File: src/rtl/datapath_bus_pkg.sv
// -----------------------------------------------------------------------------
// datapath_pkg
// Shared encodings between the datapath and the control unit that drives it:
//   - bus source select codes carried on read_en
//   - bit positions inside the write_en / inc_en / clr_en strobe vectors
//   - ALU function codes carried on alu_op
// -----------------------------------------------------------------------------
package datapath_pkg;

    localparam int DP_DW = 16;
    localparam int DP_AW = 10;

    typedef logic [3:0] src_sel_t;
    typedef logic [2:0] alu_op_t;

    // Bus source codes; 3, 11, 14 and 15 are reserved and behave as hold.
    localparam src_sel_t SRC_HOLD = 4'd0;
    localparam src_sel_t SRC_PC   = 4'd1;
    localparam src_sel_t SRC_AR   = 4'd2;
    localparam src_sel_t SRC_IR   = 4'd4;
    localparam src_sel_t SRC_AC   = 4'd5;
    localparam src_sel_t SRC_R    = 4'd6;
    localparam src_sel_t SRC_R1   = 4'd7;
    localparam src_sel_t SRC_R2   = 4'd8;
    localparam src_sel_t SRC_R3   = 4'd9;
    localparam src_sel_t SRC_R4   = 4'd10;
    localparam src_sel_t SRC_DM   = 4'd12;
    localparam src_sel_t SRC_IM   = 4'd13;

    // Strobe bit indices, shared by write_en, inc_en and clr_en.
    localparam int W_PC  = 1;
    localparam int W_AR  = 2;
    localparam int W_IR  = 3;
    localparam int W_AC  = 4;
    localparam int W_R   = 5;
    localparam int W_R4  = 7;
    localparam int W_R3  = 8;
    localparam int W_R2  = 9;
    localparam int W_R1  = 10;
    localparam int W_DM  = 11;
    localparam int W_ALU = 12;

    // ALU function codes; every other code passes AC through unchanged.
    localparam alu_op_t OP_ADD = 3'd1;
    localparam alu_op_t OP_SUB = 3'd2;
    localparam alu_op_t OP_MUL = 3'd3;
    localparam alu_op_t OP_LSH = 3'd4;

endpackage

File: src/rtl/datapath_bus_alu.sv
// -----------------------------------------------------------------------------
// dp_alu
// Purely combinational ALU operating on AC (a) and R (b).
// Ports:
//   a   in  DW  first operand (AC)
//   b   in  DW  second operand (R); only b[3:0] is used as the shift count
//   op  in  3   function select (datapath_pkg OP_* codes)
//   y   out DW  result, truncated to DW bits
// -----------------------------------------------------------------------------
module dp_alu
    import datapath_pkg::*;
#(
    parameter int DW = DP_DW
) (
    input  logic [DW-1:0] a,
    input  logic [DW-1:0] b,
    input  logic [2:0]    op,
    output logic [DW-1:0] y
);

    // Function select; all results keep only the low DW bits.
    always_comb begin
        y = a;
        case (op)
            OP_ADD:  y = a + b;
            OP_SUB:  y = a - b;
            OP_MUL:  y = a * b;
            OP_LSH:  y = a << b[3:0];
            default: y = a;
        endcase
    end

endmodule

File: src/rtl/datapath_bus.sv
// -----------------------------------------------------------------------------
// datapath_bus
// Register file + registered shared bus + ALU executing the control unit's
// per-cycle strobes. Owns PC, AR, IR, AC, R, R1..R4 and bus_q.
// Ports:
//   clk          in  1   clock, rising edge
//   rst          in  1   synchronous active-high reset (overrides all strobes)
//   read_en      in  4   bus source select (SRC_* codes)
//   write_en     in  16  per-destination write strobes (W_* bits)
//   inc_en       in  16  increment strobes (PC, AC)
//   clr_en       in  16  clear strobes (PC, AR, IR, AC, R)
//   alu_op       in  3   ALU function
//   instruction  out 6   IR opcode field
//   z            out DW  1 when AC is zero
//   im_addr      out AW  instruction memory address (PC)
//   im_rdata     in  DW  instruction memory data
//   dm_addr      out AW  data memory address (AR)
//   dm_rdata     in  DW  data memory read data
//   dm_wdata     out DW  data memory write data (bus_q)
//   dm_we        out 1   data memory write enable
// -----------------------------------------------------------------------------
module datapath_bus
    import datapath_pkg::*;
#(
    parameter int DW = DP_DW,
    parameter int AW = DP_AW
) (
    input  logic          clk,
    input  logic          rst,
    input  logic [3:0]    read_en,
    input  logic [15:0]   write_en,
    input  logic [15:0]   inc_en,
    input  logic [15:0]   clr_en,
    input  logic [2:0]    alu_op,
    output logic [5:0]    instruction,
    output logic [DW-1:0] z,
    output logic [AW-1:0] im_addr,
    input  logic [DW-1:0] im_rdata,
    output logic [AW-1:0] dm_addr,
    input  logic [DW-1:0] dm_rdata,
    output logic [DW-1:0] dm_wdata,
    output logic          dm_we
);

    logic [AW-1:0] pc_q, pc_d;
    logic [AW-1:0] ar_q, ar_d;
    logic [DW-1:0] ir_q, ir_d;
    logic [DW-1:0] ac_q, ac_d;
    logic [DW-1:0] r_q,  r_d;
    logic [DW-1:0] r1_q, r1_d;
    logic [DW-1:0] r2_q, r2_d;
    logic [DW-1:0] r3_q, r3_d;
    logic [DW-1:0] r4_q, r4_d;
    logic [DW-1:0] bus_q, bus_d;
    logic [DW-1:0] alu_y_s;
    logic          unused_strobes_s;

    // Strobe bits with no destination in this datapath.
    assign unused_strobes_s = ^{write_en[15:13], write_en[6], write_en[0],
                                inc_en[15:5], inc_en[3:2], inc_en[0],
                                clr_en[15:6], clr_en[0]};

    dp_alu #(.DW(DW)) u_alu (
        .a  (ac_q),
        .b  (r_q),
        .op (alu_op),
        .y  (alu_y_s)
    );

    // Bus source mux; reserved codes fall into default and hold.
    always_comb begin
        bus_d = bus_q;
        case (read_en)
            SRC_HOLD: bus_d = bus_q;
            SRC_PC:   bus_d = {{(DW-AW){1'b0}}, pc_q};
            SRC_AR:   bus_d = {{(DW-AW){1'b0}}, ar_q};
            SRC_IR:   bus_d = ir_q;
            SRC_AC:   bus_d = ac_q;
            SRC_R:    bus_d = r_q;
            SRC_R1:   bus_d = r1_q;
            SRC_R2:   bus_d = r2_q;
            SRC_R3:   bus_d = r3_q;
            SRC_R4:   bus_d = r4_q;
            SRC_DM:   bus_d = dm_rdata;
            SRC_IM:   bus_d = im_rdata;
            default:  bus_d = bus_q;
        endcase
    end

    // PC next state: clear > write > increment (wraps at 2^AW).
    always_comb begin
        if (clr_en[W_PC]) begin
            pc_d = {AW{1'b0}};
        end else if (write_en[W_PC]) begin
            pc_d = bus_q[AW-1:0];
        end else if (inc_en[W_PC]) begin
            pc_d = pc_q + {{(AW-1){1'b0}}, 1'b1};
        end else begin
            pc_d = pc_q;
        end
    end

    // AC next state: clear > ALU write-back > bus write > increment.
    always_comb begin
        if (clr_en[W_AC]) begin
            ac_d = {DW{1'b0}};
        end else if (write_en[W_ALU]) begin
            ac_d = alu_y_s;
        end else if (write_en[W_AC]) begin
            ac_d = bus_q;
        end else if (inc_en[W_AC]) begin
            ac_d = ac_q + {{(DW-1){1'b0}}, 1'b1};
        end else begin
            ac_d = ac_q;
        end
    end

    // AR, IR and R: clear > write. R1..R4 are write-only.
    always_comb begin
        if (clr_en[W_AR]) begin
            ar_d = {AW{1'b0}};
        end else if (write_en[W_AR]) begin
            ar_d = bus_q[AW-1:0];
        end else begin
            ar_d = ar_q;
        end

        if (clr_en[W_IR]) begin
            ir_d = {DW{1'b0}};
        end else if (write_en[W_IR]) begin
            ir_d = bus_q;
        end else begin
            ir_d = ir_q;
        end

        if (clr_en[W_R]) begin
            r_d = {DW{1'b0}};
        end else if (write_en[W_R]) begin
            r_d = bus_q;
        end else begin
            r_d = r_q;
        end

        r1_d = write_en[W_R1] ? bus_q : r1_q;
        r2_d = write_en[W_R2] ? bus_q : r2_q;
        r3_d = write_en[W_R3] ? bus_q : r3_q;
        r4_d = write_en[W_R4] ? bus_q : r4_q;
    end

    // State registers; reset wins over every strobe, including the bus load.
    always_ff @(posedge clk) begin
        if (rst) begin
            pc_q  <= {AW{1'b0}};
            ar_q  <= {AW{1'b0}};
            ir_q  <= {DW{1'b0}};
            ac_q  <= {DW{1'b0}};
            r_q   <= {DW{1'b0}};
            r1_q  <= {DW{1'b0}};
            r2_q  <= {DW{1'b0}};
            r3_q  <= {DW{1'b0}};
            r4_q  <= {DW{1'b0}};
            bus_q <= {DW{1'b0}};
        end else begin
            pc_q  <= pc_d;
            ar_q  <= ar_d;
            ir_q  <= ir_d;
            ac_q  <= ac_d;
            r_q   <= r_d;
            r1_q  <= r1_d;
            r2_q  <= r2_d;
            r3_q  <= r3_d;
            r4_q  <= r4_d;
            bus_q <= bus_d;
        end
    end

    assign instruction = ir_q[DW-1:DW-6];
    assign z           = {{(DW-1){1'b0}}, (ac_q == {DW{1'b0}})};
    assign im_addr     = pc_q;
    assign dm_addr     = ar_q;
    assign dm_wdata    = bus_q;
    // Write strobe passes straight through so DM commits on the same edge.
    assign dm_we       = write_en[W_DM];

endmodule
File: config.mk
export PLATFORM = sky130hd
export DESIGN_NAME = datapath_bus
export DESIGN_NICKNAME = d
export VERILOG_FILES = /design/src/rtl/datapath_bus_pkg.sv /design/src/rtl/datapath_bus_alu.sv /design/src/rtl/datapath_bus.sv
export SDC_FILE = /design/constraint.sdc
export NUM_CORES = 1
export LEC_CHECK = 0
export BUFFER_PORTS_ARGS = -buffer_cell sky130_fd_sc_hd__clkbuf_2
export CAP_MARGIN = 10
export CORE_MARGIN = 5
export CORE_UTILIZATION = 50
export DETAILED_ROUTE_END_ITERATION = 10
export PLACE_DENSITY = 0.75
export SLEW_MARGIN = 25
export SYNTH_ARGS = -nofsm -noshare
export SYNTH_HDL_FRONTEND = slang
export SYNTH_SLANG_ARGS = --single-unit
File: constraint.sdc
create_clock -name clk -period 5.5 [get_ports clk]
set_clock_uncertainty 0.1 [all_clocks]
set_input_delay 0.275 -clock clk [delete_from_list [all_inputs] [get_ports clk]]
set_output_delay 0.275 -clock clk [all_outputs]
set_load 0.02 [all_outputs]
==> run_results.csv, run 1 <==
group,metric,value,unit
outcome,outcome,"finished clean",
clock_tree,clk_latency,0.43,ns
finish,final_util,0.5822,
setup_path,startpoint,"ac_q[8]",
grt,grt_pass1_wl,63380,um
logic_synthesis,ys_ff_latch,148,
power,intPower,2.061,mW
clock_tree,htreeDepth,4,
setup_path,timing.rr.start,"ac_q[8]",
power,power_density,198.4,mW/mm^2
routing,first_pass_iters,7,
floorplanning,rows,58,
routing,via_count,11875,
power,power_switching,856.7,uW
grt,grt_start_max_net_pins,52,
min_path,worstHoldStart,"dm_rdata[14]",
logic_synthesis,synth_edf_count,0,
finish,antenna_cells,0,
logic_synthesis,async_flop_share,0,
power,p_comb_frac,0.186,
grt,track_usage,0.2758,
routing,wl,41040,um
routing,vias_per_cell,5.967,
power,ir_worst_vdd,0.0002015,V
sta,worst_pin_slew,1.028,ns
clock_tree,cts_hold_buf,0,
setup_path,cp-end-kind,"register",
floorplanning,boundaryPins,148,
clock_tree,clock_path_buffers,2,
grt,antenna_found_initial,0,
finish,final_nets,1887,
sta,rsz0062_at_grt,"true",
sta,max_freq,0.1847,GHz
floorplanning,core_area,0.02525,sq mm
clock_tree,clkTransAtPathRegs,0.06,ns
setup_path,worst_setup_path_endpoint,"ac_q[15]",
setup_path,worstPathMaxFanout,6,
setup_path,rr_endpoint,"ac_q[15]",
logic_synthesis,syn_inst,1568,
floorplanning,die_height,170.5,um
routing,drc,0,
setup_path,required,5.76,ns
power,switching_share,0.2936,
logic_synthesis,syn-cell-area,0.01288,sq mm
clock_tree,cts-buffers-inserted,17,
finish,syn_to_final_growth,14.17,%
setup_path,r2r_slack,0.08,ns
setup_path,critPathKind,"reg -> reg",
routing,wire_per_inst,20.63,um
floorplanning,dieArea,0.02907,sq mm
finish,drive_gt1_frac,0.1759,
sta,drv_slew,0,
sta,fin_tns_setup,0,ns
placement,dp_hpwl,30790,um
placement,place_congestion,0.9705,
floorplanning,initial_utilization,0.5100,
logic_synthesis,yosys_warnings,0,
grt,global_route.overflow_total,0,
logic_synthesis,avgSynthCellArea,8.213,sq um
routing,antenna_left,0,
logic_synthesis,yosysSeqAreaShare,0.2301,
clock_tree,root_buffer,"clkbuf_16",
placement,portBuffers,100,
power,p_clk_frac,0.427,
sta,finalCriticalPeriod,5.416,ns
power,p_leak,6.561,nW
sta,setup_viol,0,
sta,hold_viol,0,
clock_tree,clock_sinks,148,
logic_synthesis,synthFlopType,"dfxtp_1",
grt,grt_pass1_vias,11611,
logic_synthesis,synth_cell_types,68,
setup_path,cp-start-kind,"register",
clock_tree,cts_tree,"built",
power,p_seq_frac,0.387,
flow_run,maxCapViolations,0,
floorplanning,die_w,170.5,um
routing,drt_first_iter_violations,1157,
min_path,hold_class,"in -> reg",
sta,slew_headroom,0.3147,
setup_path,worstPathArrival,5.67,ns
setup_path,r2r_cells,18,
sta,finalCritPeriodShare,0.9847,
==> layout make-up <==
cell class                      instances  area [sq um]
Clock buffer                           18         429.2
Sequential cell                       148          3002
Clock inverter                         14         200.2
Multi-Input combinational cell       1158          8962
Tap cell                              330         412.9
Fill cell                            2229         10550
Inverter                              134         503.0
Timing Repair Buffer                  188          1195
==> worst min path at each step <==
stage | end | slack (ns) | depth (start not counted)
after CTS | dm_wdata[14] | 0.12 | 5
after global placement | r1_q[9] | 0.37 | 2
after detailed placement | ir_q[3] | 0.38 | 2
after global routing | dm_wdata[3] | 0.16 | 4
final | dm_wdata[14] | 0.12 | 5
after floorplan | r1_q[12] | 0.35 | 2
==> layout by cell type, fill, tap and decap left out, types with 5 or more instances in the layout <==
cell       count
a211oi_1       5
a21o_1         7
a21oi_1       66
a221oi_1      24
a22o_1        16
a22oi_1       32
and2_1        55
and3_1         5
buf_4         81
buf_6          5
clkbuf_16     17
clkbuf_2     100
conb_1        15
dfxtp_1      133
dfxtp_2        7
dfxtp_4        8
fa_1          79
ha_1          63
ha_4           5
inv_1        125
inv_2          8
mux2_2         9
mux2i_1      130
nand2_1      148
nand2b_1      13
nand3_1       21
nand4_1        9
nor2_1       193
nor3_1        21
nor4_1         6
o2111a_1       8
o211ai_1       7
o21ai_0       44
o221ai_1      10
or2_2         10
xnor2_1       52
xor2_1        28
==> per-layer routing <==
layer / up-vias / track usage / wire [um]
li1: 5404 / - / -
met1: 5721 / 0.3647 / 16510
met2: 624 / 0.4453 / 19070
met3: 126 / 0.06308 / 3921
met4: 0 / 0.09861 / 1547
met5: - / 0 / 0
==> power by group through the flow <==
stage | clock [mW] | sequential (mW) | combinational, mW
after global routing | 1.29 | 1.13 | 0.583
final | 1.24 | 1.13 | 0.544
after floorplan | 0 | 1.14 | 0.372
after CTS | 1.24 | 1.13 | 0.528
after detailed placement | 0 | 1.15 | 0.523
after global placement | 0 | 1.15 | 0.515
==> cells in the mapped netlist, types with 3 or more instances <==
| cell type | number | area share |
|---|---|---|
| clkbuf_1 | 102 | 0.030 |
| o221ai_1 | 10 | 0.0068 |
| and3_1 | 5 | 0.0024 |
| nand2b_1 | 13 | 0.0063 |
| nor3_1 | 24 | 0.0093 |
| a222oi_1 | 4 | 0.0031 |
| a22oi_1 | 32 | 0.019 |
| o21a_1 | 4 | 0.0023 |
| dfxtp_1 | 148 | 0.23 |
| a41oi_1 | 3 | 0.0020 |
| a211oi_1 | 5 | 0.0029 |
| or3_1 | 3 | 0.0015 |
| buf_1 | 3 | 0.00087 |
| nand3_1 | 21 | 0.0082 |
| o31a_1 | 3 | 0.0020 |
| buf_4 | 22 | 0.013 |
| o31ai_1 | 3 | 0.0017 |
| a21o_1 | 7 | 0.0041 |
| fa_1 | 81 | 0.13 |
| nor2_1 | 196 | 0.057 |
| o21ai_0 | 45 | 0.017 |
| a21oi_1 | 66 | 0.026 |
| ha_1 | 70 | 0.068 |
| nand2_1 | 148 | 0.043 |
| and2_1 | 59 | 0.029 |
| o211ai_1 | 7 | 0.0041 |
| a22o_1 | 16 | 0.011 |
| or2_2 | 10 | 0.0049 |
| buf_2 | 13 | 0.0051 |
| nor4_1 | 6 | 0.0029 |
| o2111a_1 | 8 | 0.0070 |
| a221oi_1 | 25 | 0.017 |
| nand4_1 | 9 | 0.0044 |
| mux2_2 | 9 | 0.0079 |
| xor2_1 | 28 | 0.019 |
| a31oi_1 | 4 | 0.0019 |
| xnor2_1 | 52 | 0.035 |
| nor2b_1 | 4 | 0.0019 |
| mux2i_1 | 130 | 0.10 |
| o22ai_1 | 4 | 0.0019 |
| inv_1 | 132 | 0.038 |
==> what timing repair did <==
action	CTS	global route
endpoints found under the setup margin	2	5
resized for setup	6	54
buffers inserted	0	1
pin swaps	1	23
==> per-stage QoR <==
step                      setup WS, ns  power (mW)  cell area [sq um]  hold WS, ns  std cells
after floorplan                0.01683       1.508              12960       0.3544       1582
after global placement       0.0008820       1.666              13870       0.3724       1957
after detailed placement      -0.07531       1.675              13880       0.3797       1957
after CTS                      0.01834       2.901              14520       0.1215       1989
after global routing          -0.07199       3.005              14700       0.1617       1990
final                          0.08439       2.918              14700       0.1213       1990
==> state kept, by name (all words and copies together) (netlist names) <==
register / cells
dm_wdata: 16
ir_q: 16
r4_q: 16
r_q: 16
r1_q: 16
im_addr: 10
dm_addr: 10
r3_q: 16
ac_q: 16
r2_q: 16
==> kinds of logic after synthesis <==
group                      count (synthesis)  share of synthesized area
AOI/OAI and AO/OA                        266                     0.1433
DFF                                      148                     0.2301
muxes                                    140                     0.1107
buffers and inverters                    276                    0.08880
adders and majority gates                151                     0.1939
and+or+nand+nor                          505                     0.1768
other                                      1                  0.0002912
xor gates and xnor gates                  81                    0.05616
==> critical path, stage by stage (launching register included) <==
cell and delay (ns):
dfxtp_4 0.37, and2_1 0.19, fa_1 0.54, inv_1 0.05, fa_1 0.47, inv_1 0.06
fa_1 0.52, fa_1 0.44, fa_1 0.50, inv_1 0.06, fa_1 0.47, inv_1 0.06
ha_4 0.22, and3_1 0.17, a31o_4 0.22, o41a_1 0.45, xnor2_1 0.18, nand2_1 0.10
a41oi_2 0.17
(Power assumes the default switching activity.)
==> inputs of run 2 (changes only) <==
Settings changed: BUFFER_PORTS_ARGS -buffer_cell sky130_fd_sc_hd__clkbuf_2 to -buffer_cell sky130_fd_sc_hd__buf_2.
==> run 2 against run 1 <==
Net effect:
- the run now ends with setup timing left
- die area stayed put
- sequential share of layout area hardly changed
- critical path depth is 1 higher
- final cell count is 0.15% higher
- utilization is 0.15 points lower
- clock power is 5% lower
- largest cell class unchanged
- largest power group unchanged
- highest routed layer is now met5
==> run_results.csv, run 2 (synthesized netlist as in run 1, its figures left out) <==
group,metric,value,unit
clock_tree,root_buffer,"clkbuf_16",
setup_path,slowest_stage,"fa_1",
power,power_switching,831.4,uW
finish,drive_gt1_frac,0.1708,
grt,grt_pass1_wl,63250,um
floorplanning,core_area,0.02525,sq mm
clock_tree,clkTransAtPathRegs,0.06,ns
sta,finalCritPeriodShare,1.001,
setup_path,cp-end-kind,"register",
finish,antenna_cells,0,
setup_path,crit_path_max_incr_delay,0.56,ns
floorplanning,die_w,170.5,um
clock_tree,clk_latency,0.43,ns
setup_path,worstPathArrival,5.76,ns
setup_path,cpMostUsedCell,"fa_1",
sta,max_freq,0.1817,GHz
power,p_seq_frac,0.396,
sta,hold_viol,0,
clock_tree,cts_tree,"built",
floorplanning,initial_utilization,0.5100,
clock_tree,clock_path_buffers,2,
setup_path,path_buf_inv,5,
power,p_clk_frac,0.415,
floorplanning,boundaryPins,148,
routing,drc,0,
setup_path,critPathKind,"reg -> reg",
finish,stdcell_area,0.01467,sq mm
clock_tree,cts-buffers-inserted,17,
floorplanning,die_height,170.5,um
sta,fin_tns_setup,-0.004832,ns
routing,drt_first_iter_violations,1117,
setup_path,crit_chain,"buf_4, buf_4, nand2_1, fa_1, inv_1, fa_1, ha_1, fa_1, fa_1, inv_1, fa_1, inv_1, ha_4, and3_4, a31o_4, o41a_1, xnor2_1, nand2_1, a41oi_2",
setup_path,cp-start-kind,"register",
finish,final_nets,1891,
routing,antenna_left,0,
floorplanning,dieArea,0.02907,sq mm
grt,track_usage,0.2731,
power,p_leak,6.600,nW
min_path,hold_class,"in -> reg",
finish,final_common_cell,"nor2_1",
outcome,violations,"setup timing",
finish,final_util,0.5807,
placement,placed_cell_area,0.01388,sq mm
grt,antenna_found_initial,1,
routing,vias_per_cell,5.946,
grt,global_route.overflow_total,0,
power,p_comb_frac,0.189,
power,power_density,194.6,mW/mm^2
sta,finalCriticalPeriod,5.505,ns
clock_tree,clock_sinks,148,
grt,grt_start_max_net_pins,40,
finish,syn_to_final_growth,13.87,%
finish,nFillCells,2236,
placement,place_congestion,0.9767,
power,switching_share,0.2914,
placement,portBuffers,100,
routing,wl,40630,um
placement,dp_hpwl,30720,um
finish,layout_common_cells,"nor2_1 (192), nand2_1 (148), dfxtp_1 (134)",
sta,drv_slew,0,
clock_tree,htreeDepth,4,
setup_path,critPathTopFamily,"adder cells",
power,ir_worst_vdd,0.0002217,V
outcome,outcome,"finished with violations",
flow_run,maxCapViolations,0,
sta,worst_pin_slew,1.036,ns
routing,via_count,11851,
sta,setup_viol,1,
sta,slew_headroom,0.3094,
grt,grt_pass1_vias,11591,
sta,rsz0062_at_grt,"true",
routing,wire_per_inst,20.39,um
setup_path,required,5.75,ns
power,intPower,2.022,mW
floorplanning,rows,58,
setup_path,worstPathMaxFanout,10,
routing,first_pass_iters,6,
sta,layout_setup_ws,-0.004832,ns
[run 2: cell count changes in the layout (fill, tap and decap cells not counted), moves of 4 or more]
cell / change
buf_2: +100
buf_4: +4
clkbuf_2: -99
inv_1: +5
inv_2: -6
[run 2: path summary, 6_finish.rpt]
check / start / end / slack (ns) / cells past startpoint
min reg2reg: r2_q[6] / r2_q[6] / 0.40 / 2
max: ac_q[5] / ac_q[15] / -0.005 / 19
min: rst / r2_q[3] / 0.05 / 2
max reg2reg: ac_q[5] / ac_q[15] / -0.005 / 19
[run 2: metrics by stage]
| stage | std cells | power, mW | setup WS, ns | hold slack [ns] |
|---|---|---|---|---|
| after floorplan | 1582 | 1.508 | 0.01683 | 0.3544 |
| after global placement | 1957 | 1.665 | -0.05777 | 0.3729 |
| after detailed placement | 1957 | 1.673 | -0.1348 | 0.3798 |
| after CTS | 1988 | 2.842 | 0.0005120 | 0.04040 |
| after global routing | 1993 | 2.950 | -0.2222 | 0.06698 |
| final | 1993 | 2.853 | -0.004832 | 0.04640 |
[run 2: power by group through the flow]
| stage | Combinational, mW | Clock (mW) | Sequential (mW) |
|---|---|---|---|
| 4_1_cts | 0.523 | 1.19 | 1.13 |
| 3_3_place_gp | 0.513 | 0 | 1.15 |
| 5_1_grt | 0.576 | 1.24 | 1.13 |
| 2_1_floorplan | 0.372 | 0 | 1.14 |
| 6_report | 0.540 | 1.18 | 1.13 |
| 3_5_place_dp | 0.520 | 0 | 1.15 |
[run 2: metal layers]
metal  vias up  global-route usage  wire [um]
met5         -                   0         13
met4         2             0.09271       1403
met3       104             0.03905       3953
met2       644              0.4488      18750
met1      5698              0.3709      16520
li1       5403                   -          -
[run 2: cell type report]
class                           count  area, sq um  share of cell area
Multi-Input combinational cell   1158         8940              0.6096
Sequential cell                   148         2998              0.2044
Timing Repair Buffer              192         1215             0.08284
Inverter                          134        503.0             0.03430
Clock buffer                       19        442.9             0.03020
Tap cell                          330        412.9             0.02815
Clock inverter                     12        153.9             0.01049
[run 2: timing repair]
action / 4_1_cts / 5_1_grt
resized for setup: 6 / 40
buffers inserted: 0 / 5
pin swaps: 0 / 15
endpoints found under the setup margin: 4 / 5
hold buffers: 0 / 0
==> inputs of run 3 (changes only) <==
Settings changed: CORE_ASPECT_RATIO set to 1.5.
==> run 3 against run 2 <==
Net effect:
- the run now ends clean
- count of clock-buffer cells in the layout grew 3
- flip-flop and latch count is the same
- sequential share of layout area is essentially flat
- clock power is essentially flat
- die area grew 0.23%
- final cell count is essentially flat
- critical endpoint unchanged
- highest routed layer unchanged
==> run_results.csv, run 3 (synthesized netlist as in run 1, its figures left out) <==
group,metric,value,unit
grt,grt_start_max_net_pins,86,
clock_tree,clkTransAtPathRegs,0.06,ns
routing,antenna_left,0,
setup_path,worstPathArrival,5.69,ns
placement,placed_cell_area,0.01387,sq mm
clock_tree,cts_tree,"built",
setup_path,cpMostUsedCell,"fa_1",
placement,place_congestion,0.9922,
grt,grt_pass1_vias,12207,
setup_path,slowest_stage,"fa_1",
finish,final_common_cell,"nor2_1",
setup_path,required,5.75,ns
floorplanning,initial_utilization,0.5034,
power,p_leak,6.586,nW
routing,drt_first_iter_violations,826,
routing,via_count,11942,
finish,stdcell_area,0.01470,sq mm
placement,dp_hpwl,31700,um
sta,drv_slew,0,
setup_path,critPathKind,"reg -> reg",
power,ir_worst_vdd,0.0002486,V
sta,finalCritPeriodShare,0.9895,
power,power_density,194.6,mW/mm^2
routing,drc,0,
setup_path,cp-start-kind,"register",
sta,hold_viol,0,
setup_path,cp-end-kind,"register",
finish,final_nets,1888,
finish,syn_to_final_growth,14.12,%
placement,dp.cells,1957,
setup_path,crit_chain,"buf_6, nand2_1, fa_1, fa_1, inv_1, fa_1, fa_1, fa_1, inv_1, fa_1, inv_1, ha_1, and3_1, a31o_4, o41a_1, xnor2_1, nand2_1, a41oi_2",
routing,vias_per_cell,5.989,
finish,antenna_cells,0,
flow_run,maxCapViolations,0,
clock_tree,htreeDepth,4,
sta,slew_headroom,0.2591,
floorplanning,die_w,141.0,um
min_path,hold_class,"in -> reg",
routing,first_pass_iters,5,
floorplanning,boundaryPins,148,
clock_tree,root_buffer,"clkbuf_16",
sta,rsz0062_at_grt,"true",
floorplanning,rows,72,
setup_path,worstPathMaxFanout,9,
sta,setup_viol,0,
placement,dp_slack,-0.07313,ns
sta,layout_setup_ws,0.05796,ns
routing,wire_per_inst,20.91,um
outcome,outcome,"finished clean",
setup_path,crit_path_max_incr_delay,0.54,ns
grt,grt_pass1_wl,64940,um
clock_tree,clock_path_buffers,2,
finish,drive_gt1_frac,0.1740,
clock_tree,cts_hold_buf,0,
sta,worst_pin_slew,1.111,ns
floorplanning,core_area,0.02558,sq mm
clock_tree,cts-buffers-inserted,17,
floorplanning,die_height,206.6,um
sta,fin_tns_setup,0,ns
sta,timing.hold.ws,0.1317,ns
finish,fin_cells,1994,
routing,wl,41690,um
grt,antenna_found_initial,1,
floorplanning,dieArea,0.02913,sq mm
finish,layout_common_cells,"nor2_1 (194), nand2_1 (148), dfxtp_1 (133)",
finish,final_util,0.5744,
clock_tree,clock_sinks,148,
sta,finalCriticalPeriod,5.442,ns
power,p_total,2.860,mW
clock_tree,clk_latency,0.43,ns
placement,portBuffers,100,
grt,track_usage,0.2836,
sta,max_freq,0.1838,GHz
grt,global_route.overflow_total,0,
[run 3: changes by cell type in the layout (fill, tap and decap cells not counted), moves of 2 or more]
cell,before,now
inv_2,2,6
buf_6,5,2
clkbuf_8,1,4
clkinv_2,4,1
dfxtp_4,7,10
nor2_2,4,1
buf_12,0,2
clkinv_1,2,0
clkinvlp_4,2,4
dfxtp_2,7,5
inv_1,130,128
nor2_1,192,194
nor3_2,2,4
[run 3: timing repair]
item                       in CTS  in global routing
setup buffers                   0                  5
setup endpoints to repair       2                  5
pin swaps                       3                 17
resized for setup               7                 52
[run 3: power breakdown]
part	leakage [nW]	switching, mW	internal [mW]
registers	1.21	0.0378	1.09
clock network	0.285	0.474	0.719
logic	5.09	0.334	0.205
total	6.59	0.845	2.02
[run 3: cell type report]
class                      instances  area (sq um)
fill                            2319         10890
multi-input combinational       1158          8964
sequential                       148          3007
timing repair buffer             189          1201
inverter                         134         503.0
clock buffer                      22         484.2
tap                              333         416.7
clock inverter                    10         121.4
[run 3: path summary, 6_finish.rpt]
kind                                  start           to  slack, ns  cells past startpoint
worst max-delay path                 r_q[2]     ac_q[15]       0.06                     18
worst min-delay path            dm_rdata[4]  dm_wdata[4]       0.13                      4
worst max register to register       r_q[2]     ac_q[15]       0.06                     18
worst min register to register      r1_q[2]      r1_q[2]       0.39                      2
[run 3: worst max-delay path, delay by kind of cell, from the launching register on]
family / cells / cell delay, ns
fa+ha+maj: 7 / 3.26
buf+inv: 4 / 0.28
xor+xnor: 1 / 0.15
simple gates: 3 / 0.35
flops: 1 / 0.38
compound gates: 3 / 0.82
[run 3: layer usage]
layer | global-route usage | wire [um]
met5 | 0 | 8
met4 | 0.1769 | 2636
met3 | 0.04125 | 2706
met2 | 0.5293 | 21820
met1 | 0.2970 | 14520
